**config.mk**
```make
export PLATFORM = sky130hd
export DESIGN_NAME = td4_run_ctrl
export DESIGN_NICKNAME = d
export VERILOG_FILES = /design/src/rtl/td4_pkg.sv /design/src/rtl/td4_hold_timer.sv /design/src/rtl/td4_run_ctrl.sv
export SDC_FILE = /design/constraint.sdc
export NUM_CORES = 1
export LEC_CHECK = 0
export ABC_AREA = 1
export CORE_ASPECT_RATIO = 0.7
export CORE_MARGIN = 1.5
export CORE_UTILIZATION = 47
export DETAILED_ROUTE_END_ITERATION = 8
export PLACE_DENSITY = 0.83
export SYNTH_ARGS = -nofsm -noshare
export SYNTH_HDL_FRONTEND = slang
export SYNTH_SLANG_ARGS = --single-unit
```
**constraint.sdc**
```tcl
create_clock -name clk -period 1.8 [get_ports clk]
set_input_delay 0.27 -clock clk [delete_from_list [all_inputs] [get_ports clk]]
set_output_delay 0.27 -clock clk [all_outputs]
set_load 0.01 [all_outputs]
```
**src/rtl/td4_pkg.sv**
```systemverilog
// Shared types and sizes for the TD4 run controller slice.
package td4_pkg;
  localparam int PROG_DEPTH = 16;
  localparam int PROG_AW    = 4;
  localparam int WORD_W     = 8;

  typedef enum logic [2:0] {
    S_LOAD  = 3'd0,
    S_HOLD  = 3'd1,
    S_PAUSE = 3'd2,
    S_RUN   = 3'd3,
    S_STEP  = 3'd4,
    S_DONE  = 3'd5,
    S_ERR   = 3'd6
  } td4_state_e;

  typedef struct packed {
    logic               we;
    logic [PROG_AW-1:0] addr;
    logic [WORD_W-1:0]  wdata;
  } prog_wr_t;
endpackage

```
**src/rtl/td4_hold_timer.sv**
```systemverilog
// Loadable down-counter; expire pulses on the last enabled cycle of the interval.
module td4_hold_timer #(
  parameter int W = 4
) (
  input  logic         clk,
  input  logic         rst,
  input  logic         load,
  input  logic [W-1:0] load_val,
  input  logic         en,
  output logic         expire
);
  logic [W-1:0] cnt;

  always_ff @(posedge clk) begin
    if (rst)                  cnt <= '0;
    else if (load)            cnt <= load_val;
    else if (en && cnt != '0) cnt <= cnt - W'(1);
  end

  assign expire = en && (cnt == W'(1));
endmodule

```
**src/rtl/td4_run_ctrl.sv**
```systemverilog
// TD4 run controller: program load, core reset hold, run/step/halt, cycle budget.
// Build option TD4_RUN_CTRL_CHECKSUM_EN adds a checksum byte and the ERR state.
module td4_run_ctrl
  import td4_pkg::*;
#(
  parameter int RST_CYCLES = 4,
  parameter int MAX_CYCLES = 250,
  parameter int CNT_W      = 8
) (
  input  logic               clk,
  input  logic               rst,
  input  logic               ld_valid,
  input  logic [WORD_W-1:0]  ld_data,
  output logic               ld_ready,
  input  logic               run_req,
  input  logic               step_req,
  input  logic               halt_req,
  input  logic               restart_req,
  output logic               prog_we,
  output logic [PROG_AW-1:0] prog_addr,
  output logic [WORD_W-1:0]  prog_wdata,
  output logic               core_rst_n,
  output logic               core_ce,
  output logic [2:0]         state,
  output logic [CNT_W-1:0]   cycle_cnt,
  output logic               done
);
  localparam logic [PROG_AW-1:0] LAST_ADDR = PROG_AW'(PROG_DEPTH - 1);
  localparam logic [CNT_W-1:0]   LAST_CNT  = CNT_W'(MAX_CYCLES - 1);
  localparam bit                 BUDGET_EN = (MAX_CYCLES != 0);

  td4_state_e         st, st_nxt;
  logic [PROG_AW-1:0] ptr;
  prog_wr_t           wr;
  logic               hs, data_byte, last_byte, at_budget, hold_load, hold_exp;

  assign ld_ready = (st == S_LOAD) || (st == S_ERR);
  assign hs       = ld_valid && ld_ready;

`ifdef TD4_RUN_CTRL_CHECKSUM_EN
  logic              csum_ph;
  logic [WORD_W-1:0] csum;
  assign data_byte = hs && !csum_ph;
  assign last_byte = hs && csum_ph;
`else
  assign data_byte = hs;
  assign last_byte = hs && (ptr == LAST_ADDR);
`endif

  assign core_ce    = (st == S_RUN) || (st == S_STEP);
  assign core_rst_n = !((st == S_LOAD) || (st == S_HOLD) || (st == S_ERR));
  assign done       = (st == S_DONE);
  assign state      = st;
  assign at_budget  = BUDGET_EN && core_ce && (cycle_cnt == LAST_CNT);
  assign hold_load  = (st_nxt == S_HOLD) && (st != S_HOLD);

  assign prog_we    = wr.we;
  assign prog_addr  = wr.addr;
  assign prog_wdata = wr.wdata;

  td4_hold_timer #(.W(4)) u_hold (
    .clk      (clk),
    .rst      (rst),
    .load     (hold_load),
    .load_val (4'(RST_CYCLES)),
    .en       (st == S_HOLD),
    .expire   (hold_exp)
  );

  always_comb begin
    st_nxt = st;
    case (st)
      S_LOAD, S_ERR: if (last_byte) begin
`ifdef TD4_RUN_CTRL_CHECKSUM_EN
        st_nxt = (csum == ld_data) ? S_HOLD : S_ERR;
`else
        st_nxt = S_HOLD;
`endif
      end
      S_HOLD:  if (hold_exp) st_nxt = S_PAUSE;
      S_PAUSE: begin
        if (restart_req)   st_nxt = S_HOLD;
        else if (run_req)  st_nxt = S_RUN;
        else if (step_req) st_nxt = S_STEP;
      end
      // Restart wins over everything; the budget wins over halt.
      S_RUN: begin
        if (restart_req)    st_nxt = S_HOLD;
        else if (at_budget) st_nxt = S_DONE;
        else if (halt_req)  st_nxt = S_PAUSE;
      end
      S_STEP:  st_nxt = at_budget ? S_DONE : S_PAUSE;
      S_DONE:  if (restart_req) st_nxt = S_HOLD;
      default: st_nxt = S_LOAD;
    endcase
  end

  always_ff @(posedge clk) begin
    if (rst) begin
      st        <= S_LOAD;
      ptr       <= '0;
      wr        <= '0;
      cycle_cnt <= '0;
    end else begin
      st      <= st_nxt;
      wr.we   <= data_byte;
      // Address trails the pointer by a cycle so it lines up with the strobe.
      wr.addr <= ptr;
      if (data_byte) begin
        wr.wdata <= ld_data;
        ptr      <= ptr + PROG_AW'(1);
      end
      if (st_nxt == S_HOLD)                cycle_cnt <= '0;
      else if (core_ce && cycle_cnt != '1) cycle_cnt <= cycle_cnt + CNT_W'(1);
    end
  end

`ifdef TD4_RUN_CTRL_CHECKSUM_EN
  always_ff @(posedge clk) begin
    if (rst || last_byte) begin
      csum_ph <= 1'b0;
      csum    <= '0;
    end else if (data_byte) begin
      csum <= csum + ld_data;
      if (ptr == LAST_ADDR) csum_ph <= 1'b1;
    end
  end
`endif
endmodule
```
---- Word-level counts from Yosys, hierarchy flattened ----
Index checks and enable logic that the tools add are counted.
operators by class
  reduce and logical (&&, ||, !) cells .... 18
  equal/unequal tests ..................... 12
  add/subtract/negate cells ............... 3
  mux-type cells .......................... 13
operator list
  kind                                                                      number
  3-bit 2-to-1 mux                                                          12
  3-bit case mux with 6 select lines                                        1
  3-bit equality test (second input constant)                               3
  8-bit by 1-bit adder with 8-bit output (second input constant)            1
  8-bit equality test (second input constant)                               1
  8-bit inequality test (second input constant)                             1
  1-bit logical AND                                                         7
  3-bit by 1-bit equality test with 1-bit output (second input constant)    2
  3-bit by 2-bit equality test with 1-bit output (second input constant)    2
  2-bit OR reduction                                                        3
  4-bit by 1-bit adder with 4-bit output (second input constant)            1
  4-bit by 1-bit equality test with 1-bit output (second input constant)    1
  4-bit equality test (second input constant)                               1
  1-bit logical OR                                                          4
  4-bit nonzero test                                                        1
  4-bit by 1-bit subtractor with 4-bit output (second input constant)       1
  3-bit logical NOT                                                         1
  3-bit by 1-bit inequality test with 1-bit output (second input constant)  1
  2-bit nonzero test                                                        1
  1-bit logical NOT                                                         1
storage, ports and cells
  word-level logic and storage cells ...... 54
  register bits after elaboration ......... 32

---- Logic depth before layout (Yosys ltp) ----
Gate-level depths: netlist (run 1).
  depth in word-level cells ............... 9
  mapped depth ............................ 13
  depth with buffers taken out ............ 13

---- By module ----
From an unflattened synthesis (run 1), not the netlist that was laid out.
second synthesis, totals
  cell total of the unflattened synthesis .. 259
  area total of the unflattened synthesis .. 1752.9 um2
by module, submodules not included
  module          area an instance (um2)  times used  seq. area each (um2)  cells each
  td4_run_ctrl    1451.4                  1           560.5                 213
  td4_hold_timer  301.5                   1           80.1                  46

---- Worst setup path after synthesis (run 1) ----
Ideal clock, no wire load.
  kind .................................... register to register
  start point ............................. register cycle_cnt[0]
  end point ............................... register cycle_cnt[7]
  clock period less this slack ............ 1.553 ns
  path slack .............................. 0.247 ns
  data arrival time ....................... 1.432 ns
  path buffers ............................ 0
  setup time .............................. 0.122 ns
  stages on the path, launching flop included .. 11
  path through ............................ dfxtp_1 ha_1 inv_1 nor2_1 nand2_1 nand2_4 or2_4 nor2_4 nand2_2 o21ai_0 a21oi_1
on the way
  longest elaborated chain between the ends .. 7
  elaborated cells on any way between the ends .. 11
  those cells by class .................... add/sub: 1; eq/ne: 3; mux: 4; reduce/logical: 3
ends and longest elaborated chain
  element                                         line                 RTL
  start, declared                                 td4_run_ctrl.sv:25   output logic [CNT_W-1:0] cycle_cnt,
  start signal, assigned                          td4_run_ctrl.sv:114  else if (core_ce && cycle_cnt != '1) cycle_cnt <= cycle_cnt + CNT_W'(1);
  8-bit equality test                             td4_run_ctrl.sv:54   assign at_budget = BUDGET_EN && core_ce && (cycle_cnt == LAST_CNT);
  1-bit logical AND                               td4_run_ctrl.sv:54
  3-bit 2-to-1 mux                                td4_run_ctrl.sv:89   else if (at_budget) st_nxt = S_DONE;
  3-bit 2-to-1 mux                                td4_run_ctrl.sv:88   if (restart_req) st_nxt = S_HOLD;
  3-bit case mux with 6 select lines              td4_run_ctrl.sv:72   case (st)
  3-bit by 1-bit equality test with 1-bit output  td4_run_ctrl.sv:113  if (st_nxt == S_HOLD) cycle_cnt <= '0;
  2-bit OR reduction (no source line)             --
Several ways; a longest one is shown, not always the timed one.
A chain may end at the register's enable or synchronous reset.

---- Worst setup path in the final report (run 1) ----
  start point ............................. register st[1], in the netlist state[1]
  end point ............................... output port core_rst_n
on the way
  longest elaborated chain between the ends .. 4
  elaborated cells on any way between the ends .. 6
  those cells by class .................... eq/ne: 2; reduce/logical: 4
ends and longest elaborated chain
  element                                                                              line                 RTL
  start, declared                                                                      td4_run_ctrl.sv:32   td4_state_e st, st_nxt;
  start signal, assigned                                                               td4_run_ctrl.sv:105  st <= st_nxt;
  3-bit by 1-bit equality test with 1-bit output or 3-bit logical NOT (tied branches)  td4_run_ctrl.sv:51   assign core_rst_n = !((st == S_LOAD) || (st == S_HOLD) || (st == S_ERR));
  1-bit logical OR                                                                     td4_run_ctrl.sv:51
  1-bit logical OR *                                                                   td4_run_ctrl.sv:51
  1-bit logical NOT *                                                                  td4_run_ctrl.sv:51
  end, declared                                                                        td4_run_ctrl.sv:22   output logic core_rst_n,
Every way passes the cells marked *; elsewhere a longest branch is shown, timed or not.

==> results of run 1 <==
==> power by group through the flow <==
stage / Combinational (W) / Sequential [W] / Clock (W)
5_1_grt: 0.000160 / 0.000749 / 0.000602
3_3_place_gp: 0.000141 / 0.000763 / 0
4_1_cts: 0.000145 / 0.000747 / 0.000566
6_report: 0.000145 / 0.000747 / 0.000560
3_5_place_dp: 0.000143 / 0.000763 / 0
2_1_floorplan: 0.0000513 / 0.000771 / 0
==> Yosys cell counts <==
cell	n
a21oi_1	9
xnor2_1	1
nor2_4	1
o211ai_1	1
nand2_1	41
nor4_1	1
or2_2	3
xor2_1	4
nand2_4	1
nor2_2	2
a21o_1	1
inv_1	38
buf_1	1
ha_1	6
or2_4	1
nand3_1	14
nor2_1	46
nand4_1	2
or2_1	1
clkbuf_1	2
a41oi_1	1
nand2_2	3
buf_2	1
dfxtp_1	32
o22ai_1	1
o21ai_0	13
==> path summary, 6_finish.rpt <==
kind	startpoint	endpoint	slack, ns	cells past startpoint
worst max-delay path	state[1]	core_rst_n	0.1	7
worst min register to register	ptr[3]	prog_addr[3]	0.47	2
worst max register to register	cycle_cnt[4]	cycle_cnt[5]	0.1	11
worst min-delay path	ptr[3]	prog_addr[3]	0.47	2
==> metrics by stage <==
| stage | util [%] | total power (W) | setup TNS [ns] | hold WS [ns] |
|---|---|---|---|---|
| after global placement | 64.0 | 0.000904 | 0 | 0.452 |
| after global routing | 68.0 | 0.00151 | -0.506 | 0.510 |
| after CTS | 67.1 | 0.00146 | 0 | 0.460 |
| after floorplan | - | 0.000823 | 0 | 0.428 |
| final | 68.0 | 0.00145 | 0 | 0.466 |
| after detailed placement | 64.0 | 0.000906 | -0.0547 | 0.443 |
==> metal layers <==
metal | track usage (%) | part of all wire [%] | up-vias
met2 | 29.5 | 42 | 58
met5 | 0 | 0 | -
met3 | 6.71 | 8.5 | 5
met4 | 7.23 | 1.3 | 0
li1 | - | - | 796
met1 | 25.5 | 48 | 631
==> cell families after synthesis <==
kind of cell	count (synthesis)	share of synthesized area, %
adders and majority gates	6	4.81
DFF	32	41.0
buffers and inverters	42	10.2
AOI/OAI and AO/OA	26	8.97
and+or+nand+nor	116	32.2
xor gates and xnor gates	5	2.80
==> critical path: stages, from the launching register on <==
cell,delay [ns]
dfxtp_4,0.37
inv_1,0.07
nand2_1,0.09
nor2_2,0.15
inv_1,0.08
nand3_1,0.08
inv_1,0.04
dlygate4sd2_1,0.27
==> area by class of cell <==
cell class | count | area [um^2]
Fill cell | 259 | 1010
Timing Repair Buffer | 44 | 438
Clock buffer | 8 | 90.1
Inverter | 38 | 143
Tap cell | 38 | 47.5
Sequential cell | 32 | 648
Multi-Input combinational cell | 153 | 790
==> registers in the layout, indices dropped and copies added (netlist names) <==
name / cells
prog_we: 1
cycle_cnt: 8
ptr: 4
prog_addr: 4
state: 3
prog_wdata: 8
u_hold.cnt: 4
==> repair_timing <==
item	4_1_cts	5_1_grt
hold buffers	0	0
endpoints found under the hold margin	0	0
setup endpoints to repair	15	14
resized for setup	9	11
cloned	0	0
pin swaps	0	1
==> reports/metrics.cfg, run 1 <==
[clocking]
cts_tree = yes
cts_htree_levels = 2
cts.path.max_buffers = 2
numCtsBuffers = 5
cts-root-buf = clkbuf_8
clk_pin_slew_ns = 0.06
post-cts-setup-buffers = 0
clk_latency_ns = 0.28
cts.sinks = 32

[synthesis]
synthCells = 227
syn_nets = 248
synth_warnings = 0
synth.area.top_cells = dfxtp_1, nor2_1, nand2_1, inv_1, ha_1
synth_top_area_share_pct = 41.0
yosys.area.top_type = dfxtp_1
syn_area_per_cell_um2 = 6.88
syn_area_mm2 = 0.00156
seq_area_frac_synth_pct = 41.0
synth_seq_cells = 32
yosysUniqueCellTypes = 26

[floorplan]
die_width_um = 71.9
die_h_um = 51.2
die-area_mm2 = 0.00368
start_util_pct = 49.3
core_area_mm2 = 0.00317
ios = 43
rows = 17

[power]
combPwrFrac_pct = 10.0
leakage_nw = 0.958
clkPwrFrac_pct = 38.6
p_per_area_mw_per_mm2 = 673
ir_drop_uv = 625
p_switching_w = 0.000327
power.share.switching_pct = 22.6
p_int_w = 0.00112
pwr-share-seq_pct = 51.5

[final_layout]
n_antenna_cell = 0
stdcell_count = 313
drive_gt1_share_pct = 11.3
finalInstanceArea_mm2 = 0.00216
syn2layout_area_growth_pct = 38.1
mostFrequentLayoutCell = nor2_1
nNetsFinal = 295
final_cell_mix = nor2_1, nand2_1, clkdlybuf4s50_1

[sta]
period_minus_slack_ns = 1.70
tightest_slew_ns = 0.419
layout_setup_ws_ns = 0.0999
rsz0062_at_grt = true
finalCritPeriodShare_pct = 94.4
skew_ns = 0.00482
relSlewSlack_pct = 72.1
fmax_mhz = 588
finalHoldViolations = 0
slew_violations = 0
setup_viol = 0

[detailed_routing]
drc = 0
postRouteAntennaNets = 0
drtPass1Iterations = 4
totalWireLength_mm = 3.36
drt_iter0_drc = 121
via_per_inst = 4.76
vias = 1490
post_drt_wl_per_cell_um = 10.7

[global_route]
grt_usage_pct = 19.4
antenna_found_initial = 0
grt_start_max_net_pins = 14
grt_pass1_wl_mm = 5.50
grt_pass1_vias = 1314
overflow = 0

[critical_path]
cp-start-kind = flip-flop
critical_path_peak_fanout = 7
arrival_ns = 1.43
crit_type = reg2out
end_kind = primary output
cp.required_ns = 1.53

[status]
outcome = finished, final reports clean

[placed_design]
placed_cells = 305
place_area_mm2 = 0.00203
gp_congestion = 0.862
portBuffers = 42
post-place-ws_ns = -0.0198
dpl.hpwl_mm = 2.48

[min_path]
hp-class = reg2reg

[flow_run]
maxCapViolCount = 0

Note: power is estimated with default switching activity, not from simulation.
==> run 2: changes to the inputs <==
--- a/config.mk
+++ b/config.mk
@@ -10,7 +10,7 @@
 export CORE_MARGIN = 1.5
 export CORE_UTILIZATION = 47
 export DETAILED_ROUTE_END_ITERATION = 8
-export PLACE_DENSITY = 0.83
+export PLACE_DENSITY = 0.89
 export SYNTH_ARGS = -nofsm -noshare
 export SYNTH_HDL_FRONTEND = slang
 export SYNTH_SLANG_ARGS = --single-unit
==> run 2 against run 1 <==
  * Non-clock buffer count grew 2
  * Register-to-register slack gained 0.03 ns
  * Largest cell class unchanged
  * Cell count grew 0.32%
  * Sequential share of layout area shrank 0.20 points
  * Cell area grew 0.46%
  * Core utilization grew 0.32 points
  * Critical path depth shrank 4
  * Clock skew shrank 0.0012 ns
  * Sequential power is essentially flat
  * Flip-flop and latch count is the same
  * Combinational power is essentially flat
  * Via count grew 2.5%
==> reports/metrics.cfg, run 2 (same netlist as run 1, synthesis figures left out) <==
[status]
outcome = finished, final reports clean

[placed_design]
gp_congestion = 0.836
dpl.hpwl_mm = 2.58
portBuffers = 42
placed_cells = 307

[sta]
fmax_mhz = 573
slew_violations = 0
finalHoldViolations = 0
relSlewSlack_pct = 74.8
period_minus_slack_ns = 1.75
finalCritPeriodShare_pct = 97.0
setup_viol = 0
tightest_slew_ns = 0.378
skew_ns = 0.00363

[global_route]
grt_pass1_vias = 1335
grt_pass1_wl_mm = 5.60
antenna_found_initial = 0
grt_start_max_net_pins = 14
overflow = 0
grt_usage_pct = 19.7

[power]
finalPower_w = 0.00147
leakage_nw = 0.947
p_switching_w = 0.000318
combPwrFrac_pct = 9.9
clkPwrFrac_pct = 39.2
p_int_w = 0.00115
p_per_area_mw_per_mm2 = 679
power.share.switching_pct = 21.6
pwr-share-seq_pct = 50.9
ir_drop_uv = 557

[clocking]
cts-root-buf = clkbuf_8
numCtsBuffers = 5
clk_pin_slew_ns = 0.06
cts_tree = yes
cts_htree_levels = 2
cts.sinks = 32
cts.path.max_buffers = 2
clk_latency_ns = 0.27
post-cts-setup-buffers = 0

[detailed_routing]
wl_met3_um = 224
drc = 0
wl_met2_mm = 1.52
postRouteAntennaNets = 0
drt-met1-wl_mm = 1.63
post_drt_wl_per_cell_um = 10.9
vias = 1527
via_per_inst = 4.86
drt_iter0_drc = 71
top_layer = met4
drtPass1Iterations = 4
totalWireLength_mm = 3.42

[floorplan]
die_h_um = 51.2
start_util_pct = 49.3
die_width_um = 71.9
core_area_mm2 = 0.00317
die-area_mm2 = 0.00368
rows = 17
ios = 43

[final_layout]
postLayoutCoreUtil_pct = 68.3
final_cell_mix = nor2_1, nand2_1, clkdlybuf4s50_1
syn2layout_area_growth_pct = 38.7
mostFrequentLayoutCell = nor2_1
fill_cells = 271
stdcell_count = 314
seq_area_um2 = 647
drive_gt1_share_pct = 11.6
nNetsFinal = 297
multiInputGateArea_um2 = 782
n_antenna_cell = 0

[critical_path]
slowest_stage = clkdlybuf4s50_1
crit_type = reg2out
critical_path_buf_inv_count = 2
cp-start-kind = flip-flop
end_kind = primary output
arrival_ns = 1.48
max_stage_delay_ns = 0.55
critical_path_peak_fanout = 5
cp.required_ns = 1.53
crit_chain = inv_1 > nor2_2 > clkdlybuf4s50_1
crit_family = buffers and inverters

[flow_run]
maxCapViolCount = 0

[min_path]
hp-class = reg2reg

[run 2: changes by cell type in the layout (fill, tap and decap cells not counted), moves of 2 or more]
| cell | previous run | this run |
|---|---|---|
| dlymetal6s2s_1 | 2 | 0 |
| clkbuf_1 | 2 | 0 |
| buf_4 | 2 | 4 |
| nand2_1 | 39 | 41 |
| dfxtp_2 | 3 | 5 |
| nand2_2 | 4 | 2 |
[run 2: path summary, 6_finish.rpt]
path	slack, ns	from	end	depth (start not counted)
min	0.46	ptr[3]	prog_addr[3]	2
max	0.05	state[2]	done	3
min reg2reg	0.46	ptr[3]	prog_addr[3]	2
max reg2reg	0.13	cycle_cnt[0]	cycle_cnt[7]	10
[run 2: per-layer routing]
metal / vias up / global-route usage (%)
li1: 794 / -
met1: 681 / 24.7
met2: 47 / 31.5
met3: 5 / 6.71
met4: 0 / 7.55
met5: - / 0
[run 2: layout make-up]
cell class / count / area share, %
timing repair buffer: 46 / 20.6
inverter: 38 / 6.76
clock buffer: 7 / 4.45
multi-input combinational: 153 / 36.1
sequential: 32 / 29.9
tap: 38 / 2.20
[run 2: metrics by stage]
stage / worst slack (ns) / setup TNS [ns] / hold slack [ns] / instance area, um^2
final: 0.0549 / 0 / 0.463 / 2170
after global routing: -0.0136 / -0.0136 / 0.493 / 2170
after CTS: 0.0182 / 0 / 0.464 / 2140
after detailed placement: 0.0219 / 0 / 0.453 / 2040
after global placement: 0.0321 / 0 / 0.450 / 2040
after floorplan: 0.247 / 0 / 0.428 / 1560
[run 2: worst min-delay path, stage by stage, from the launching register on]
cell and delay (ns):
dfxtp_1 0.32, inv_1 0.05, nor2_1 0.04
[run 2: repair_timing]
| action | in CTS | in global routing |
|---|---|---|
| gates resized for setup | 7 | 9 |
| setup endpoints to repair | 4 | 14 |
| hold buffers | 0 | 0 |
| pin swaps | 0 | 2 |
[run 2: power groups by stage]
stage	clock [W]	sequential, W	combinational (W)
6_report	0.000577	0.000749	0.000146
5_1_grt	0.000627	0.000751	0.000160
4_1_cts	0.000596	0.000749	0.000144
3_5_place_dp	0	0.000764	0.000143
3_3_place_gp	0	0.000763	0.000140
2_1_floorplan	0	0.000771	0.0000513
==> run 3: changes to the inputs <==
--- a/config.mk
+++ b/config.mk
@@ -11,6 +11,7 @@
 export CORE_UTILIZATION = 47
 export DETAILED_ROUTE_END_ITERATION = 8
 export PLACE_DENSITY = 0.89
+export SETUP_SLACK_MARGIN = 0.5
 export SYNTH_ARGS = -nofsm -noshare
 export SYNTH_HDL_FRONTEND = slang
 export SYNTH_SLANG_ARGS = --single-unit
==> run 3 against run 2 <==
  * Flip-flop and latch count is the same
  * Critical path type is now reg2reg
  * Combinational power grew 22%
  * Cell area grew 24%
  * Largest cell class unchanged
  * Routed wire length grew 70%
  * Largest power group unchanged
  * Non-clock buffer count grew 27
  * First-iteration DRC count grew 110%
  * Global-route usage grew 5.2 points
==> reports/metrics.cfg, run 3 (same netlist as run 1, synthesis figures left out) <==
[sta]
fmax_mhz = 576
rsz0062_at_grt = true
skew_ns = 0.0122
setup_viol = 0
layout_setup_ws_ns = 0.0634
period_minus_slack_ns = 1.74
tightest_slew_ns = 0.451
finalCritPeriodShare_pct = 96.5
relSlewSlack_pct = 69.9
slew_violations = 0
finalHoldViolations = 0

[clocking]
cts_htree_levels = 2
clk_latency_ns = 0.29
clk_pin_slew_ns = 0.07
cts-root-buf = clkbuf_8
cts.path.max_buffers = 2
cts.sinks = 32
numCtsBuffers = 5
hold_buffers = 0
cts_tree = yes

[detailed_routing]
vias = 1873
via_per_inst = 5.48
drt_iter0_drc = 146
postRouteAntennaNets = 0
drc = 0
drtPass1Iterations = 4
post_drt_wl_per_cell_um = 17.0
totalWireLength_mm = 5.81

[placed_design]
portBuffers = 42
dpl.hpwl_mm = 2.72
placed_cells = 305
place_area_mm2 = 0.00207
gp_congestion = 0.872
post-place-ws_ns = -0.0121

[floorplan]
die_width_um = 71.9
ios = 43
rows = 17
start_util_pct = 49.3
die_h_um = 51.2
core_area_mm2 = 0.00317
die-area_mm2 = 0.00368

[final_layout]
n_antenna_cell = 0
postLayoutCoreUtil_pct = 85.1
finalInstanceArea_mm2 = 0.00270
syn2layout_area_growth_pct = 72.7
stdcell_count = 342
nNetsFinal = 324
drive_gt1_share_pct = 40.5
final_cell_mix = inv_1, nor2_1, nand2_1
mostFrequentLayoutCell = inv_1

[critical_path]
cp-start-kind = flip-flop
max_stage_delay_ns = 0.39
crit_type = reg2reg
end_kind = flip-flop
critical_path_buf_inv_count = 0
cp.required_ns = 2.01
slowest_stage = dfxtp_4
critical_path_peak_fanout = 5
crit_top_cell = nand2_4
crit_family = simple AND/OR/NAND/NOR gates
crit_chain = nor2_4 > nand2_4 > nand2_4 > nand2_4 > or2_4 > nor2_4 > nand2_2 > nor2_2 > nand2_1 > a21oi_1
arrival_ns = 1.94

[global_route]
grt_pass1_wl_mm = 7.08
grt_start_max_net_pins = 14
antenna_found_initial = 0
grt_pass1_vias = 1625
grt_usage_pct = 24.9
overflow = 0

[power]
p_switching_w = 0.000362
power.share.switching_pct = 24.3
combPwrFrac_pct = 11.9
pwr-share-seq_pct = 50.0
leakage_nw = 1.24
clkPwrFrac_pct = 38.1
p_int_w = 0.00113
ir_drop_uv = 774
p_per_area_mw_per_mm2 = 553
finalPower_w = 0.00149

[flow_run]
maxCapViolCount = 0

[min_path]
hp-class = reg2reg

[status]
outcome = finished, final reports clean

## run 3: changes by cell type in the layout (fill, tap and decap cells not counted), moves of 10 or more
cell | previous run | this run
nor2_4 | 2 | 12
nand2_1 | 41 | 25
buf_4 | 4 | 23
nor2_1 | 42 | 28
dlygate4sd2_1 | 3 | 23
clkdlybuf4s50_1 | 39 | 14
## run 3: metrics by stage
stage,TNS (ns),hold WS (ns)
CTS,0,0.475
finish,0,0.455
detailed placement,-0.0315,0.451
global route,0,0.467
floorplan,0,0.428
global placement,0,0.451
## run 3: layout make-up
type / instances / area, um^2
Fill cell: 160 / 473
Tap cell: 38 / 47.5
Multi-Input combinational cell: 153 / 1070
Sequential cell: 32 / 672
Timing Repair Buffer: 73 / 666
Clock buffer: 8 / 90.1
Inverter: 38 / 154
## run 3: final timing paths
kind / from / end / slack, ns / cells after the start
max: state[0] / cycle_cnt[7] / 0.06 / 10
min: ptr[0] / ptr[0] / 0.45 / 1
max reg2reg: state[0] / cycle_cnt[7] / 0.06 / 10
min reg2reg: ptr[0] / ptr[0] / 0.45 / 1
## run 3: what timing repair did
action / 4_1_cts / 5_1_grt
endpoints found under the setup margin: 54 / 31
pin swaps: 10 / 23
resized for setup: 78 / 61
buffers inserted: 13 / 16
## run 3: metal layers
metal | vias to the layer above | part of all wire [%] | track usage (%)
met5 | - | 0 | 0
met3 | 35 | 8.4 | 7.69
li1 | 855 | - | -
met2 | 119 | 48 | 42.6
met1 | 864 | 39 | 29.6
met4 | 0 | 5.0 | 9.43
## run 3: worst register-to-register path, stage by stage, from the launching register on
cell and delay [ns]:
dfxtp_4 0.39, nor2_4 0.20, nand2_4 0.09, nand2_4 0.10, nand2_4 0.07, or2_4 0.27
nor2_4 0.14, nand2_2 0.09, nor2_2 0.11, nand2_1 0.06, a21oi_1 0.13
## run 3: power groups by stage
stage | Combinational (W) | Sequential (W) | Clock, W
floorplan | 0.0000513 | 0.000767 | 0
global placement | 0.000141 | 0.000759 | 0
detailed placement | 0.000143 | 0.000760 | 0
CTS | 0.000144 | 0.000742 | 0.000559
global route | 0.000192 | 0.000748 | 0.000603
finish | 0.000178 | 0.000746 | 0.000568
